$ cat config.mk
export PLATFORM = sky130hd
export DESIGN_NAME = fetch_mem_arbiter
export DESIGN_NICKNAME = d
export VERILOG_FILES = /design/src/rtl/fetch_mem_arbiter.sv
export SDC_FILE = /design/constraint.sdc
export NUM_CORES = 1
export LEC_CHECK = 0
export BUFFER_PORTS_ARGS = -buffer_cell sky130_fd_sc_hd__buf_2
export CORE_MARGIN = 1.5
export CORE_UTILIZATION = 35
export CTS_CLUSTER_DIAMETER = 50
export DETAILED_ROUTE_END_ITERATION = 7
export PLACE_DENSITY = 0.61
export RECOVER_POWER = 100
export SKIP_LAST_GASP = 1
export SLEW_MARGIN = 15
export SYNTH_ARGS = -nofsm -noshare
export SYNTH_HDL_FRONTEND = slang
export SYNTH_SLANG_ARGS = --single-unit
$ cat constraint.sdc
create_clock -name clk -period 1.93 [get_ports clk]
set_input_delay 0.193 -clock clk [delete_from_list [all_inputs] [get_ports clk]]
set_output_delay 0.193 -clock clk [all_outputs]
set_load 0.02 [all_outputs]
$ cat src/rtl/fetch_mem_arbiter.sv
// fetch_mem_arbiter
//   Shares one single-port instruction/data memory between instruction fetch
//   and load/store. One transaction at a time, req/ack handshake with variable
//   latency, round-robin when both sides ask, redirect squash, and a timeout
//   that aborts transactions the memory never acknowledges.
// Ports:
//   clk, rst                  clock, async active-low reset
//   if_req/if_addr/redirect   fetch request, PC, squash of in-flight fetch
//   if_valid/if_rdata/pc_en   fetched instruction, one-cycle valid + PC advance
//   d_req/d_we/d_addr/d_wdata load/store request
//   d_valid/d_rdata/stall     data completion, load data, pipeline hold
//   mem_req/we/addr/wdata     registered memory command, held until mem_ack
//   mem_ack/mem_rdata         memory completion and read data
//   err                       sticky timeout flag
module fetch_mem_arbiter #(
  parameter int DATA_W  = 32,
  parameter int ADDR_W  = 32,
  parameter int TIMEOUT = 15
) (
  input  logic              clk,
  input  logic              rst,
  input  logic              if_req,
  input  logic [ADDR_W-1:0] if_addr,
  input  logic              redirect,
  output logic              if_valid,
  output logic [DATA_W-1:0] if_rdata,
  output logic              pc_en,
  input  logic              d_req,
  input  logic              d_we,
  input  logic [ADDR_W-1:0] d_addr,
  input  logic [DATA_W-1:0] d_wdata,
  output logic              d_valid,
  output logic [DATA_W-1:0] d_rdata,
  output logic              stall,
  output logic              mem_req,
  output logic              mem_we,
  output logic [ADDR_W-1:0] mem_addr,
  output logic [DATA_W-1:0] mem_wdata,
  input  logic              mem_ack,
  input  logic [DATA_W-1:0] mem_rdata,
  output logic              err
);

  typedef enum logic [1:0] {IDLE = 2'd0, IF_BUSY = 2'd1, D_BUSY = 2'd2} state_t;

  typedef struct packed {
    logic              we;
    logic [ADDR_W-1:0] addr;
    logic [DATA_W-1:0] wdata;
  } mem_cmd_t;

  state_t            state_q, state_d;
  mem_cmd_t          cmd_q, cmd_d;
  logic              req_q, req_d;
  logic              squash_q, squash_d;
  logic              last_d_q, last_d_d;   // 1: last grant went to data
  logic [7:0]        cnt_q, cnt_d;
  logic              ifv_q, ifv_d, dv_q, dv_d, err_q, err_d;
  logic [DATA_W-1:0] ifr_q, ifr_d, dr_q, dr_d;

  logic want_if, want_d, pick_d, tmo;

  // A requester whose valid pulse is out this cycle still shows its old
  // request (PC/pipeline advance on this edge), so it must not be re-granted.
  assign want_if = if_req & ~ifv_q;
  assign want_d  = d_req & ~dv_q;
  assign pick_d  = want_d & (~want_if | ~last_d_q);
  // This busy cycle is the TIMEOUT-th without an ack.
  assign tmo     = (cnt_q == 8'(TIMEOUT - 1));

  always_comb begin
    state_d  = state_q;
    cmd_d    = cmd_q;
    req_d    = req_q;
    squash_d = squash_q;
    last_d_d = last_d_q;
    cnt_d    = cnt_q;
    ifv_d    = 1'b0;
    dv_d     = 1'b0;
    err_d    = err_q;
    ifr_d    = ifr_q;
    dr_d     = dr_q;
    case (state_q)
      IDLE: begin
        if (want_if | want_d) begin
          if (pick_d) begin
            cmd_d.we    = d_we;
            cmd_d.addr  = d_addr;
            cmd_d.wdata = d_wdata;
            state_d     = D_BUSY;
          end else begin
            cmd_d.we    = 1'b0;
            cmd_d.addr  = if_addr;
            cmd_d.wdata = '0;
            state_d     = IF_BUSY;
          end
          req_d    = 1'b1;
          cnt_d    = '0;
          squash_d = 1'b0;
          last_d_d = pick_d;
        end
      end
      IF_BUSY: begin
        if (redirect) squash_d = 1'b1;
        if (mem_ack) begin
          req_d    = 1'b0;
          squash_d = 1'b0;
          state_d  = IDLE;
          // same-cycle redirect also kills the returning word
          if (!squash_q && !redirect) begin
            ifv_d = 1'b1;
            ifr_d = mem_rdata;
          end
        end else if (tmo) begin
          req_d    = 1'b0;
          squash_d = 1'b0;
          err_d    = 1'b1;
          state_d  = IDLE;
        end else begin
          cnt_d = cnt_q + 8'd1;
        end
      end
      D_BUSY: begin
        if (mem_ack) begin
          req_d   = 1'b0;
          dv_d    = 1'b1;
          state_d = IDLE;
          if (!cmd_q.we) dr_d = mem_rdata;
        end else if (tmo) begin
          // complete with zero data so the core is released
          req_d   = 1'b0;
          dv_d    = 1'b1;
          dr_d    = '0;
          err_d   = 1'b1;
          state_d = IDLE;
        end else begin
          cnt_d = cnt_q + 8'd1;
        end
      end
      default: state_d = IDLE;
    endcase
  end

  always_ff @(posedge clk or negedge rst) begin
    if (!rst) begin
      state_q  <= IDLE;
      cmd_q    <= '0;
      req_q    <= 1'b0;
      squash_q <= 1'b0;
      last_d_q <= 1'b0;
      cnt_q    <= '0;
      ifv_q    <= 1'b0;
      dv_q     <= 1'b0;
      err_q    <= 1'b0;
      ifr_q    <= '0;
      dr_q     <= '0;
    end else begin
      state_q  <= state_d;
      cmd_q    <= cmd_d;
      req_q    <= req_d;
      squash_q <= squash_d;
      last_d_q <= last_d_d;
      cnt_q    <= cnt_d;
      ifv_q    <= ifv_d;
      dv_q     <= dv_d;
      err_q    <= err_d;
      ifr_q    <= ifr_d;
      dr_q     <= dr_d;
    end
  end

  assign mem_req   = req_q;
  assign mem_we    = cmd_q.we;
  assign mem_addr  = cmd_q.addr;
  assign mem_wdata = cmd_q.wdata;
  assign if_valid  = ifv_q;
  assign pc_en     = ifv_q;
  assign if_rdata  = ifr_q;
  assign d_valid   = dv_q;
  assign d_rdata   = dr_q;
  assign err       = err_q;
  // gated by rst so every output reads 0 while reset is held
  assign stall     = rst & (want_d | (state_q == D_BUSY));

endmodule

==> results.json <==
{
  "p_sw_share_pct": 39.57,
  "fin_nets": 924,
  "p_sw_mw": 5.671,
  "fin_util_pct": 52.63,
  "grt_pass1_vias": 5343,
  "drc": 0,
  "cap_violations": 0,
  "grt_max_degree": 75,
  "clk_path_buf_depth": 2,
  "cts_root_buf": "clkbuf_16",
  "track_usage_pct": 19.51,
  "yosys_warnings": 0,
  "ir_drop_v": 0.0006441,
  "core_um2": 16580,
  "synth_area_um2": 5946,
  "antenna_left": 0,
  "hold_violations": 0,
  "p_clk_share_pct": 24.1,
  "drive_above_1_share_pct": 27.73,
  "clk-insertion-delay-late_ns": 0.41,
  "p_seq_share_pct": 35.9,
  "slew_violations": 0,
  "comb_power_share_pct": 40.0,
  "slew_headroom_pct": 31.94,
  "tns_ns": 0,
  "wire_per_inst_um": 17.13,
  "cts_tree": "built",
  "path_max_fanout": 10,
  "status": "finished clean",
  "synth-edff-count": 0,
  "rsz0062_at_grt": "false",
  "tightest_slew_ns": 1.021,
  "diodes": 0,
  "final_area_um2": 8728,
  "worstSetupEndpointType": "flip-flop",
  "async_flop_share_pct": 100.0,
  "synth-main-ff-cell": "dfrtp_1",
  "post_drt_via_cell_ratio": 5.073,
  "routed_wl_um": 17420,
  "finalCriticalPeriod_ns": 1.814,
  "avgSynthCellArea_um2": 13.39,
  "io_pins": 270,
  "min_path_type": "in -> reg",
  "power_density_nw_per_um2": 1642,
  "crit_path_start_kind": "flip-flop",
  "clkSinkCount": 145,
  "setup_viol": 0,
  "gp_congestion": 0.8321,
  "drtPass1Iterations": 4,
  "yosysTopAreaCellShare_pct": 61.03,
  "die_w_um": 133.3,
  "synth.area.top_cells": "dfrtp_1 (61%), a22o_1 (9.9%), mux2_2 (6.1%)",
  "die_y_um": 133.3,
  "synth_cell_type_count": 47,
  "p_int_mw": 8.660,
  "dp_hpwl_um": 12390,
  "fp-row-count": 47,
  "antenna_found_initial": 0,
  "clk_pin_slew_ns": 0.06,
  "power_leakage_nw": 4.051,
  "vias": 5159,
  "fp.dieArea_um2": 17780,
  "io_buffers": 269,
  "ys_seq_area_share_pct": 61.03,
  "critPathRequiredTime_ns": 2.22,
  "post-route-period-util_pct": 93.98,
  "synth_nets": 584,
  "syn2layout_area_growth_pct": 46.80,
  "crit_type": "reg -> reg",
  "p_total_mw": 14.33,
  "initialDrtViolationCount": 189,
  "cts_made_buffers": 17,
  "critPathArrivalTime_ns": 2.11,
  "skew_ns": 0.008948,
  "holdWs_ns": 0.01853,
  "yosysTopAreaCell": "dfrtp_1",
  "grt_pass1_wl_um": 27140,
  "fmax_mhz": 551.3,
  "ctsHtreeMaxLevel": 4,
  "syn_inst": 444,
  "ys_ff_latch": 145,
  "grt-ovfl-total": 0,
  "start_util_pct": 35.85,
  "placed_area_um2": 7600
}
==> routing by layer <==
layer	global-route usage (%)	wire length (um)	up-vias	share of wire [%]
li1	-	-	2364	-
met1	23.39	7497	2545	43
met5	0	0	-	0
met4	8.454	359	0	2.1
met2	33.36	8487	222	49
met3	4.871	1076	28	6.2
==> sequential cells by signal (all words and copies together) (netlist names) <==
register and count:
d_rdata 32, squash_q 1, err 1, if_rdata 32
mem_wdata 32, mem_addr 32, if_valid 1, last_d_q 1
d_valid 1, mem_req 1, mem_we 1, cnt_q 8
state_q 2
==> layout by cell type (no fill, tap or decap), types with 2 or more instances in the layout <==
cell / n
a21oi_1: 4
nand2b_1: 3
dlygate4sd3_1: 70
o41ai_1: 2
and2_1: 12
ha_1: 5
nand4_1: 5
clkbuf_2: 3
inv_1: 6
clkbuf_1: 137
bufinv_16: 3
o21a_1: 3
clkbuf_16: 17
inv_6: 4
nand4b_1: 3
nor2b_1: 6
nor2_1: 4
mux2_2: 32
nor3_1: 4
nand3_1: 8
a21o_1: 3
o31ai_1: 2
and2_0: 21
a22o_1: 67
nand2_1: 10
clkinv_4: 3
buf_12: 4
o221ai_1: 2
and3_1: 2
buf_6: 2
a221o_1: 32
o21ai_0: 7
clkbuf_8: 2
buf_4: 7
dfrtp_1: 145
buf_2: 134
==> cell type report <==
cell class,instances,area [um^2]
fill,1527,7855
clock buffer,20,456.7
tap,220,275.3
timing repair buffer,357,2059
sequential,145,3628
multi-input combinational,257,2116
clock inverter,12,170.2
inverter,6,22.52
==> power groups by stage <==
stage | registers (mW) | clock network [mW] | logic, mW
CTS | 5.11 | 3.54 | 6.14
global placement | 5.09 | 0 | 5.91
global route | 5.29 | 3.68 | 6.11
detailed placement | 5.11 | 0 | 6.06
floorplan | 6.55 | 0 | 2.31
finish | 5.15 | 3.45 | 5.73
==> worst max-delay path, cell delays in order, from the launching register on <==
cell and delay, ns:
dfrtp_1 0.43, ha_1 0.16, or3b_4 0.40, nor3_2 0.18
o21ai_2 0.10, buf_2 0.21, a22o_1 0.20
==> cell usage after synthesis, drive strengths merged (2+ instances only) <==
library cell	instances
nand2	11
nor2b	6
a221o	32
o21ai	9
nor3	5
and3	2
o221ai	2
ha	5
buf	25
nand2b	3
a21o	3
dfrtp	145
and2	33
nor2	4
a22o	67
nand3	8
o21a	3
o31ai	2
a21oi	5
clkbuf	11
o41ai	2
nand4	5
inv	6
nand4b	3
mux2	32
==> per-stage QoR <==
stage	setup slack [ns]	instances
floorplan	0.2185	444
global placement	0.1398	915
detailed placement	0.09600	915
CTS	0.1006	1017
global route	0.01798	1017
finish	0.1162	1017
==> kinds of logic after synthesis <==
logic type | share of synthesized area [%]
AO/OA/AOI/OAI | 19.13
adder cells (fa/ha/maj) | 1.052
buffers and inverters | 3.746
flip-flops | 61.03
multiplexers | 6.229
AND/OR/NAND/NOR | 8.818
==> path summary, 6_finish.rpt <==
kind                        startpoint            to  slack, ns  cells after the start
min reg2reg                d_rdata[12]   d_rdata[12]       0.50                      1
min                          d_addr[7]   mem_addr[7]       0.02                      2
max in group asynchronous          rst  if_rdata[27]       0.40                      3
max reg2reg                   cnt_q[1]    d_rdata[1]       0.12                      6
min in group asynchronous          rst  mem_addr[12]       0.22                      2
max                           cnt_q[1]    d_rdata[1]       0.12                      6
==> what timing repair did <==
action | 4_1_cts | 5_1_grt
hold buffers | 70 | 0
setup buffers | 0 | 0
hold endpoints to repair | 180 | 0
setup endpoints to repair | 0 | 1
gates resized for setup | 0 | 1
Note: power is estimated with default switching activity, not from simulation.
